$ cat src/rtl/fetch_pkg.sv
// Shared types and default parameters for the instruction-fetch stage.
package fetch_pkg;

    typedef enum logic [1:0] {
        REQ,
        WAIT,
        HOLD,
        DROP
    } fetch_state_t;

    localparam int INS_SIZE_DEF = 32;
    localparam int ADDR_W_DEF = 16;
    localparam logic [15:0] RESET_PC_DEF = 16'h0000;

endpackage

$ cat src/rtl/fetch_pc_register.sv
// Program counter: synchronous reset, redirect load, sequential increment.
module pc_register
    import fetch_pkg::*;
#(
    parameter int ADDR_W = ADDR_W_DEF,
    parameter logic [ADDR_W-1:0] RESET_PC = RESET_PC_DEF
) (
    input  logic              clk,
    input  logic              rst,
    input  logic              load_i,
    input  logic [ADDR_W-1:0] load_pc_i,
    input  logic              inc_i,
    output logic [ADDR_W-1:0] pc_o
);

    logic [ADDR_W-1:0] pc_q;
    logic [ADDR_W-1:0] pc_d;

    always_comb begin
        pc_d = pc_q;
        if (load_i) begin
            pc_d = load_pc_i;
        end else if (inc_i) begin
            pc_d = pc_q + ADDR_W'(1);
        end
    end

    always_ff @(posedge clk) begin
        if (rst) begin
            pc_q <= RESET_PC;
        end else begin
            pc_q <= pc_d;
        end
    end

    assign pc_o = pc_q;

endmodule

$ cat src/rtl/fetch_stage.sv
// Instruction fetch: one outstanding imem read, single output slot.
// Optional stall counter output enabled by FETCH_STALL_CNT_EN.
module fetch_stage
    import fetch_pkg::*;
#(
    parameter int INS_SIZE = INS_SIZE_DEF,
    parameter int ADDR_W = ADDR_W_DEF,
    parameter logic [ADDR_W-1:0] RESET_PC = RESET_PC_DEF
) (
    input  logic                clk,
    input  logic                rst,
    output logic                im_req,
    output logic [ADDR_W-1:0]   im_addr,
    input  logic                im_gnt,
    input  logic                im_rvalid,
    input  logic [INS_SIZE-1:0] im_rdata,
    input  logic                redirect_valid,
    input  logic [ADDR_W-1:0]   redirect_pc,
    output logic                if_valid,
    output logic [INS_SIZE-1:0] if_instr,
    output logic [ADDR_W-1:0]   if_pc,
    input  logic                id_ready
`ifdef FETCH_STALL_CNT_EN
    ,
    output logic [31:0]         stall_cnt
`endif
);

    fetch_state_t state_q, state_d;
    logic                valid_q, valid_d;
    logic [INS_SIZE-1:0] instr_q, instr_d;
    logic [ADDR_W-1:0]   npc_q, npc_d;
    logic [ADDR_W-1:0]   pc_q;
    logic                pc_inc;
    logic                slot_free;
    logic                consume;
    logic                issue;

    pc_register #(
        .ADDR_W   (ADDR_W),
        .RESET_PC (RESET_PC)
    ) u_pc (
        .clk       (clk),
        .rst       (rst),
        .load_i    (redirect_valid),
        .load_pc_i (redirect_pc),
        .inc_i     (pc_inc),
        .pc_o      (pc_q)
    );

    assign consume   = valid_q && id_ready;
    assign slot_free = !valid_q || id_ready;
    assign issue     = (state_q == REQ) && slot_free;

    assign im_req  = !rst && issue;
    assign im_addr = rst ? RESET_PC : pc_q;

    always_comb begin
        state_d = state_q;
        valid_d = valid_q && !id_ready;
        instr_d = instr_q;
        npc_d   = npc_q;
        pc_inc  = 1'b0;
        if (redirect_valid) begin
            // Any read already granted must be drained in DROP.
            valid_d = 1'b0;
            unique case (state_q)
                REQ:     state_d = (issue && im_gnt) ? DROP : REQ;
                WAIT:    state_d = im_rvalid ? REQ : DROP;
                HOLD:    state_d = REQ;
                DROP:    state_d = im_rvalid ? REQ : DROP;
                default: state_d = REQ;
            endcase
        end else begin
            unique case (state_q)
                REQ: begin
                    if (issue && im_gnt) begin
                        state_d = WAIT;
                    end
                end
                WAIT: begin
                    if (im_rvalid) begin
                        valid_d = 1'b1;
                        instr_d = im_rdata;
                        npc_d   = pc_q + ADDR_W'(1);
                        pc_inc  = 1'b1;
                        state_d = id_ready ? REQ : HOLD;
                    end
                end
                HOLD: begin
                    if (consume) begin
                        state_d = REQ;
                    end
                end
                DROP: begin
                    if (im_rvalid) begin
                        state_d = REQ;
                    end
                end
                default: state_d = REQ;
            endcase
        end
    end

    always_ff @(posedge clk) begin
        if (rst) begin
            state_q <= REQ;
            valid_q <= 1'b0;
            instr_q <= '0;
            npc_q   <= '0;
        end else begin
            state_q <= state_d;
            valid_q <= valid_d;
            instr_q <= instr_d;
            npc_q   <= npc_d;
        end
    end

    assign if_valid = valid_q;
    assign if_instr = instr_q;
    assign if_pc    = npc_q;

`ifdef FETCH_STALL_CNT_EN
    logic [31:0] stall_q, stall_d;

    always_comb begin
        stall_d = stall_q;
        if (valid_q && !id_ready && (stall_q != 32'hFFFF_FFFF)) begin
            stall_d = stall_q + 32'd1;
        end
    end

    always_ff @(posedge clk) begin
        if (rst) begin
            stall_q <= '0;
        end else begin
            stall_q <= stall_d;
        end
    end

    assign stall_cnt = stall_q;
`endif

endmodule

$ cat config.mk
export PLATFORM = sky130hd
export DESIGN_NAME = fetch_stage
export DESIGN_NICKNAME = d
export VERILOG_FILES = /design/src/rtl/fetch_pkg.sv /design/src/rtl/fetch_pc_register.sv /design/src/rtl/fetch_stage.sv
export SDC_FILE = /design/constraint.sdc
export NUM_CORES = 1
export LEC_CHECK = 0
export CAP_MARGIN = 10
export CORE_ASPECT_RATIO = 1.75
export CORE_UTILIZATION = 30
export CTS_BUF_LIST = sky130_fd_sc_hd__clkbuf_16
export CTS_CLUSTER_DIAMETER = 50
export CTS_CLUSTER_SIZE = 14
export DETAILED_ROUTE_END_ITERATION = 12
export PLACE_DENSITY_LB_ADDON = 0.12
export SLEW_MARGIN = 20
export SYNTH_ARGS = -nofsm -noshare
export SYNTH_HDL_FRONTEND = slang
export SYNTH_SLANG_ARGS = --single-unit
$ cat constraint.sdc
create_clock -name clk -period 2 [get_ports clk]
set_input_delay 0.4 -clock clk [delete_from_list [all_inputs] [get_ports clk]]
set_output_delay 0.4 -clock clk [all_outputs]
set_load 0.02 [all_outputs]
[After elaboration in Yosys (flattened, before gate mapping)]
Index checks and enable logic that the tools add are counted.
Word-level totals
  register bits: 67
  bits of input ports: 54
  word-level logic and storage cells: 47
Operators by class
  add/subtract/negate cells: 1
  equal/unequal tests: 7
  multiplexer cells: 18
  bitwise gates (word level): 1
  reductions and logical operators: 15
Operators with widths (number)
  $mux W16: 3
  $add A16 B1 Y16 const B: 1
  $mux W2: 8
  $ne A3 B3 Y1 const B: 3
  $pmux W2 S4: 1
  $pmux W2 S3: 1
  $logic_and A1 B1 Y1: 5
  $mux W1: 5
  $eq A2 B2 Y1 const B: 2
  $reduce_and A4 Y1: 1
  $reduce_or A2 Y1: 2
  $logic_not A1 Y1: 3
  $ne A3 B2 Y1 const B: 1
  $reduce_and A3 Y1: 1
  $eq A2 B1 Y1 const B: 1
  $logic_not A2 Y1: 1
  $reduce_bool A2 Y1: 1
  $logic_or A1 B1 Y1: 1
  $not A1 Y1: 1

[Longest topological paths before layout]
Gate-level depths: netlist (run 1).
  depth in word-level cells: 7
  depth in mapped cells: 5
  mapped depth without buffers: 5

[Cells and area by module]
A second synthesis (run 1) with hierarchy kept.
Second synthesis, totals
  cell total of the unflattened synthesis: 388
  area total of the unflattened synthesis: 3201.8 µm²
Modules (own cells, without submodules)
  fetch_stage: instances 1, cells each 276, area each 2217.1 µm², sequential area each 1021.0 µm²
  pc_register: instances 1, cells each 112, area each 984.7 µm², sequential area each 320.3 µm²

[Least setup slack after synthesis (run 1)]
No wires, ideal clock.
  path kind: reg2reg
  from: register u_pc.pc_q[2], in the netlist u_pc.pc_o[2]
  to: register u_pc.pc_q[13], in the netlist u_pc.pc_o[13]
  library setup time: 114 ps
  arrival time: 1646 ps
  setup slack: 239 ps
  stages on the path, launching flop included: 6
  buffers on the path: 1
  clock period less this slack: 1761 ps
  cells stage by stage: dfxtp_1 -> buf_4 -> nand4_4 -> nor4_1 -> mux2_2 -> a2111oi_0
On the way
  word-level cells in the longest chain between the ends: 3
RTL lines
  start, declared: line fetch_pc_register.sv:16  | logic [ADDR_W-1:0] pc_q;
  start signal, assigned: line fetch_pc_register.sv:32  | pc_q <= pc_d;
  $add A16 B1 Y16: line fetch_pc_register.sv:24  | pc_d = pc_q + ADDR_W'(1);
  $mux W16: line fetch_pc_register.sv:23  | end else if (inc_i) begin
  $mux W16: line fetch_pc_register.sv:21  | if (load_i) begin
Every way passes these cells. The select of a mux whose other input is x is not followed.
A chain may end at the register's enable or synchronous reset.

[Worst setup path after layout (run 1)]
  from: register u_pc.pc_q[12], in the netlist u_pc.pc_o[12]
  to: output port im_addr[12]
On the way
  word-level cells in the longest chain between the ends: 1
RTL lines
  $mux W16: line fetch_stage.sv:56  | assign im_addr = rst ? RESET_PC : pc_q;
  end, declared: line fetch_stage.sv:13  | output logic [ADDR_W-1:0] im_addr,
Every way passes these cells.

==> impl_metrics.ini, run 1 <==
[routing]
dr_total_vias = 3075
drtPass1Iterations = 5
route.antenna.remaining_nets = 0
detail_route.wl_per_cell_um = 13.7
finalWirelength_um = 8890
route.detailed.drc = 0
route.detailed.vias_per_inst = 4.74
initialDrtViolationCount = 98

[layout]
finish.net_count = 574
most_frequent_cells_in_the_layout = clkdlybuf4s50_1 (109), nand2_1 (73), dfxtp_1 (63)
layout_commonest_cell = clkdlybuf4s50_1
drive_gt1_share_pct = 13.0
fin_cells = 649
insertedDiodeCount = 0
utilization_pct = 50.2
growth_of_design_area_from_synthesis_to_finish_pct = 62.5

[timing]
fin_crit_sh_pct = 96.3
slew_violations = 0
finalWorstSetupSlack_ns = 0.0740
setup_violators_final = 0
period_needed_ns = 1.93
worst_slew_pin_slew_ns = 0.465
rsz0062_at_grt = false
hold_violations = 0
timing.slew.headroom_pct = 68.7
fmaxAchievable_mhz = 519
skew_ns = 0.00326

[power_and_ir_drop]
power_density_mw_per_mm2 = 770
vdd_drop_max_v = 0.000484
clkPwrFrac_pct = 49.9
post-layout-total-power_mw = 3.83
sequentialPowerShare_pct = 37.4
power.share.switching_pct = 21.9
netSwitchingPower_mw = 0.841
cellLeakagePower_nw = 1.77
internal-power_mw = 2.99
comb_power_share_pct = 12.7

[placed_design]
routabilityCongestion = 0.838
post-dp-hpwl_um = 6760
place_inst = 633
port_buffers = 119
pre_cts_slack_ns = -0.341

[clocking]
clock_transition_at_path_regs_ns = 0.05
cts_tree = built
cts_buffers = 9
clock-sinks = 67
cts-htree-levels = 3
cts_setup_buffers = 0
insertion_delay_ns = 0.32
cts-root-buf = clkbuf_16
buffer_levels_on_the_longest_clock_path = 2

[die]
row_count = 48
initial_core_util_pct = 30.9
boundaryPins = 120
floorplan.die.height_um = 136
fp.dieW_um = 78.4
die-area_mm2 = 0.0106
core_area_mm2 = 0.00991

[run_status]
outcome = completed

[setup_path]
cp.arrival_ns = 1.53
critical_path.max_stage_delay_ns = 0.61
critical_path.startpoint_type = register
crit_path_end_kind = output port
slowest_stage = clkdlybuf4s50_1
timing.critical_path.cells = nor2b_1, clkdlybuf4s50_1
critical_path.max_fanout = 6
critPathKind = reg2out
crit_required_ns = 1.60

[synthesis]
synth_area_mm2 = 0.00306
share_of_the_yosys_chip_area_belonging_to_registers_pct = 43.8
synth.distinct_cells = 39
syn_area_per_cell_um2 = 8.02
syn-num-nets = 437
yosys_register_bits = 67
netlist_instances = 382
ys_warn_count = 0

[global_routing]
first_global_vias = 3000
all_layer_gr_usage_pct = 17.6
grt_first_pass_wirelength_um = 14300
grt_start_max_net_pins = 33
number_of_antenna_violations_at_the_first_check_in_global_routing = 0
grt.overflow.total = 0

[flow_run]
drv.max_cap_violation_count = 0

[hold_path]
min-delay-path-class = reg2reg
==> synthesized netlist by cell type <==
library cell | number | share of area, %
buf_1 | 2 | 0.25
nand4bb_1 | 1 | 0.37
xor2_1 | 4 | 1.1
nand2_2 | 1 | 0.20
nand4_1 | 6 | 1.2
nand3_2 | 1 | 0.33
o22ai_1 | 1 | 0.20
dfxtp_1 | 67 | 44
nand3_1 | 5 | 0.82
mux2i_1 | 4 | 1.3
nor3b_1 | 1 | 0.25
nor2_1 | 28 | 3.4
nor2b_1 | 20 | 4.1
o21ai_0 | 6 | 0.98
or3b_2 | 1 | 0.29
a2111oi_0 | 3 | 0.86
nor3_1 | 12 | 2.0
ha_1 | 1 | 0.41
mux2_2 | 4 | 1.5
a21o_1 | 2 | 0.49
nand3b_1 | 3 | 0.74
o31ai_1 | 1 | 0.25
a311oi_1 | 2 | 0.57
or3_1 | 6 | 1.2
a22oi_1 | 1 | 0.25
o21a_1 | 5 | 1.2
nand2b_1 | 1 | 0.20
a21oi_1 | 41 | 6.7
buf_4 | 3 | 0.74
xnor2_1 | 15 | 4.3
buf_2 | 3 | 0.49
inv_1 | 10 | 1.2
nand4_4 | 1 | 0.69
nand4b_1 | 1 | 0.29
nor4_1 | 9 | 1.8
nand2_1 | 73 | 8.9
a211oi_1 | 15 | 3.7
clkbuf_1 | 21 | 2.6
or4_1 | 1 | 0.25
==> per-stage QoR <==
stage | instance area (um^2) | setup TNS (ns) | hold slack, ns
final | 4980 | 0 | 0.452
after global routing | 4980 | 0 | 0.470
after CTS | 4960 | 0 | 0.454
after detailed placement | 4600 | -1.30 | 0.446
after global placement | 4600 | -1.18 | 0.441
after floorplan | 3060 | 0 | 0.490
==> metal layers <==
layer  up-vias  global-route usage, %  share of wire, %  routed length, um
met3        10                   3.57               4.5                403
met1      1391                   18.6                40               3590
met4         0                   8.54               1.9                167
met2        89                   32.4                53               4730
met5         -                      0                 0                  0
li1       1585                      -                 -                  -
==> path summary, 6_finish.rpt <==
kind,cells past startpoint,slack (ns),start,endpoint
min,2,0.45,if_instr[7],if_instr[7]
max,2,0.07,u_pc.pc_o[12],im_addr[12]
max reg2reg,5,0.18,u_pc.pc_o[4],u_pc.pc_o[13]
min reg2reg,2,0.45,if_instr[7],if_instr[7]
==> layout make-up <==
| type | count | area, um^2 |
|---|---|---|
| multi-input combinational | 276 | 1580 |
| clock inverter | 7 | 140 |
| fill | 968 | 4930 |
| timing repair buffer | 155 | 1490 |
| inverter | 10 | 37.5 |
| tap | 125 | 156 |
| clock buffer | 9 | 225 |
| sequential | 67 | 1350 |
==> power groups by stage <==
| stage | sequential [mW] | clock [mW] | combinational (mW) |
|---|---|---|---|
| after floorplan | 1.48 | 0 | 0.212 |
| after global placement | 1.46 | 0 | 0.494 |
| after detailed placement | 1.46 | 0 | 0.496 |
| after CTS | 1.43 | 1.97 | 0.493 |
| after global routing | 1.44 | 2.03 | 0.534 |
| final | 1.43 | 1.91 | 0.489 |
==> timing repair <==
item,4_1_cts,5_1_grt
setup endpoints to repair,12,8
pin swaps,0,2
hold buffers,0,0
resized for setup,12,6
==> logic make-up after synthesis <==
group / count (synthesis) / synth area share (%)
adders and majority gates: 1 / 0.408
xor gates and xnor gates: 19 / 5.43
AOI/OAI and AO/OA: 77 / 15.2
buffers and inverters: 39 / 5.27
DFF: 67 / 43.8
muxes: 8 / 2.78
and+or+nand+nor: 171 / 27.1
==> flip-flops by register name (all words and copies together), names as in the netlist <==
| signal | cells |
|---|---|
| if_instr | 32 |
| if_pc | 16 |
| u_pc.pc_o | 16 |
| state_q | 2 |
| if_valid | 1 |
==> critical path, delay by kind of cell (launching register included) <==
family | cells | cell delay [ns]
flip-flops | 1 | 0.42
buffers and inverters | 1 | 0.61
AND/OR/NAND/NOR | 1 | 0.16
(Power assumes the default switching activity.)
==> run 2: changes to the inputs <==
--- a/config.mk
+++ b/config.mk
@@ -12,7 +12,7 @@
 export CTS_CLUSTER_DIAMETER = 50
 export CTS_CLUSTER_SIZE = 14
 export DETAILED_ROUTE_END_ITERATION = 12
-export PLACE_DENSITY_LB_ADDON = 0.12
+export PLACE_DENSITY = 0.64
 export SLEW_MARGIN = 20
 export SYNTH_ARGS = -nofsm -noshare
 export SYNTH_HDL_FRONTEND = slang
==> constraint.sdc (replaced) <==
create_clock -name clk -period 2 [get_ports clk]
set_input_delay 0.3 -clock clk [delete_from_list [all_inputs] [get_ports clk]]
set_output_delay 0.3 -clock clk [all_outputs]
set_load 0.02 [all_outputs]
==> impl_metrics.ini, run 2 (synthesis results as in run 1) <==
[run_status]
outcome = completed

[routing]
route.antenna.remaining_nets = 0
finalWirelength_um = 8950
initialDrtViolationCount = 98
dr_total_vias = 3130
route.detailed.vias_per_inst = 4.88
detail_route.wl_per_cell_um = 13.9
route.detailed.drc = 0
drtPass1Iterations = 4

[clocking]
cts_tree = built
cts_buffers = 9
cts_setup_buffers = 0
clock-sinks = 67
cts-htree-levels = 3
clock_transition_at_path_regs_ns = 0.05
cts.hold.buffers_added = 0
insertion_delay_ns = 0.33
buffer_levels_on_the_longest_clock_path = 2
cts-resized-gates = 1
cts-root-buf = clkbuf_16

[global_routing]
grt_first_pass_wirelength_um = 14300
all_layer_gr_usage_pct = 17.5
grt_start_max_net_pins = 39
number_of_antenna_violations_at_the_first_check_in_global_routing = 0
first_global_vias = 3012
grt.overflow.total = 0

[layout]
largest_register_ff_count = 32
growth_of_design_area_from_synthesis_to_finish_pct = 60.2
fin_cells = 642
utilization_pct = 49.5
drive_gt1_share_pct = 10.6
insertedDiodeCount = 0
finish.net_count = 567
layout_commonest_cell = clkdlybuf4s50_1
most_frequent_cells_in_the_layout = clkdlybuf4s50_1 (113), nand2_1 (73), dfxtp_1 (65)

[placed_design]
place_inst = 626
post-dp-hpwl_um = 6780
port_buffers = 119
routabilityCongestion = 0.876

[die]
initial_core_util_pct = 30.9
boundaryPins = 120
core_area_mm2 = 0.00991
fp.dieW_um = 78.4
row_count = 48
die-area_mm2 = 0.0106
floorplan.die.height_um = 136

[timing]
setup_violators_final = 0
slew_violations = 0
fin_crit_sh_pct = 97.4
period_needed_ns = 1.95
fmaxAchievable_mhz = 514
worst_slew_pin_slew_ns = 0.428
timing.slew.headroom_pct = 71.2
timing.hold.ws_ns = 0.268
skew_ns = 0.00735
hold_violations = 0
rsz0062_at_grt = false

[setup_path]
critical_path.max_fanout = 7
cp.arrival_ns = 1.65
critPathKind = reg2out
r2r_slack_ns = 0.19
critical_path.startpoint_type = register
crit_path_end_kind = output port
crit_required_ns = 1.70

[hold_path]
min-delay-path-class = in2reg

[power_and_ir_drop]
power_density_mw_per_mm2 = 750
vdd_drop_max_v = 0.000465
cellLeakagePower_nw = 1.75

[flow_run]
drv.max_cap_violation_count = 0
## run 2: changes by cell type in the layout (fill, tap and decap cells not counted), sizes merged
cell,before,now
dlygate4sd2,8,1
buf,36,30
clkdlybuf4s50,109,113
dlymetal6s2s,1,4
clkinv,2,4
bufinv,4,3
clkbuf,10,9
clkinvlp,1,0
## run 2: where the power goes
group	internal (mW)	switching [mW]	total [mW]	leakage, nW
clock network	1.20	0.551	1.75	0.162
registers	1.39	0.0471	1.43	0.546
logic	0.268	0.226	0.494	1.05
total	2.85	0.824	3.68	1.75
## run 2: final timing paths
check	start	to	cells after the start
worst max-delay path	u_pc.pc_o[3]	im_addr[3]	3
worst min-delay path	rst	if_pc[1]	2
worst max register to register	u_pc.pc_o[6]	u_pc.pc_o[13]	4
worst min register to register	if_instr[18]	if_instr[18]	2
## run 2: per-layer routing
layer  vias up  share of wire (%)  track usage (%)
li1       1575                  -                -
met1      1421                 38             18.3
met2       112                 54             31.9
met3        22                4.7             3.84
met4         0                3.4             9.67
met5         -                  0                0
## run 2: layout make-up
class                      instances  area (um^2)
multi-input combinational        276         1570
sequential                        67         1340
fill                             946         5000
tap                              125          156
inverter                          10         37.5
timing repair buffer             148         1460
clock buffer                       9          225
clock inverter                     7          106
## run 2: worst max-delay path: stages (launching register included)
cell             delay [ns]
dfxtp_1                0.38
buf_4                  0.17
nor2b_1                0.15
clkdlybuf4s50_1        0.62
## run 2: metrics by stage
stage	setup slack (ns)	TNS (ns)	cell area, um^2	total power [mW]
after CTS	0.0343	0	4890	3.73
after global routing	0.000230	0	4910	3.83
after detailed placement	-0.187	-0.383	4560	1.96
final	0.0528	0	4910	3.68
after floorplan	0.239	0	3060	1.69
after global placement	-0.0991	-0.105	4560	1.95
==> run 3: changes to the inputs <==
--- a/config.mk
+++ b/config.mk
@@ -5,7 +5,6 @@
 export SDC_FILE = /design/constraint.sdc
 export NUM_CORES = 1
 export LEC_CHECK = 0
-export CAP_MARGIN = 10
 export CORE_ASPECT_RATIO = 1.75
 export CORE_UTILIZATION = 30
 export CTS_BUF_LIST = sky130_fd_sc_hd__clkbuf_16
==> results of run 3 <==
Same layout as run 2: the final DEF is identical, and so are final timing and power.
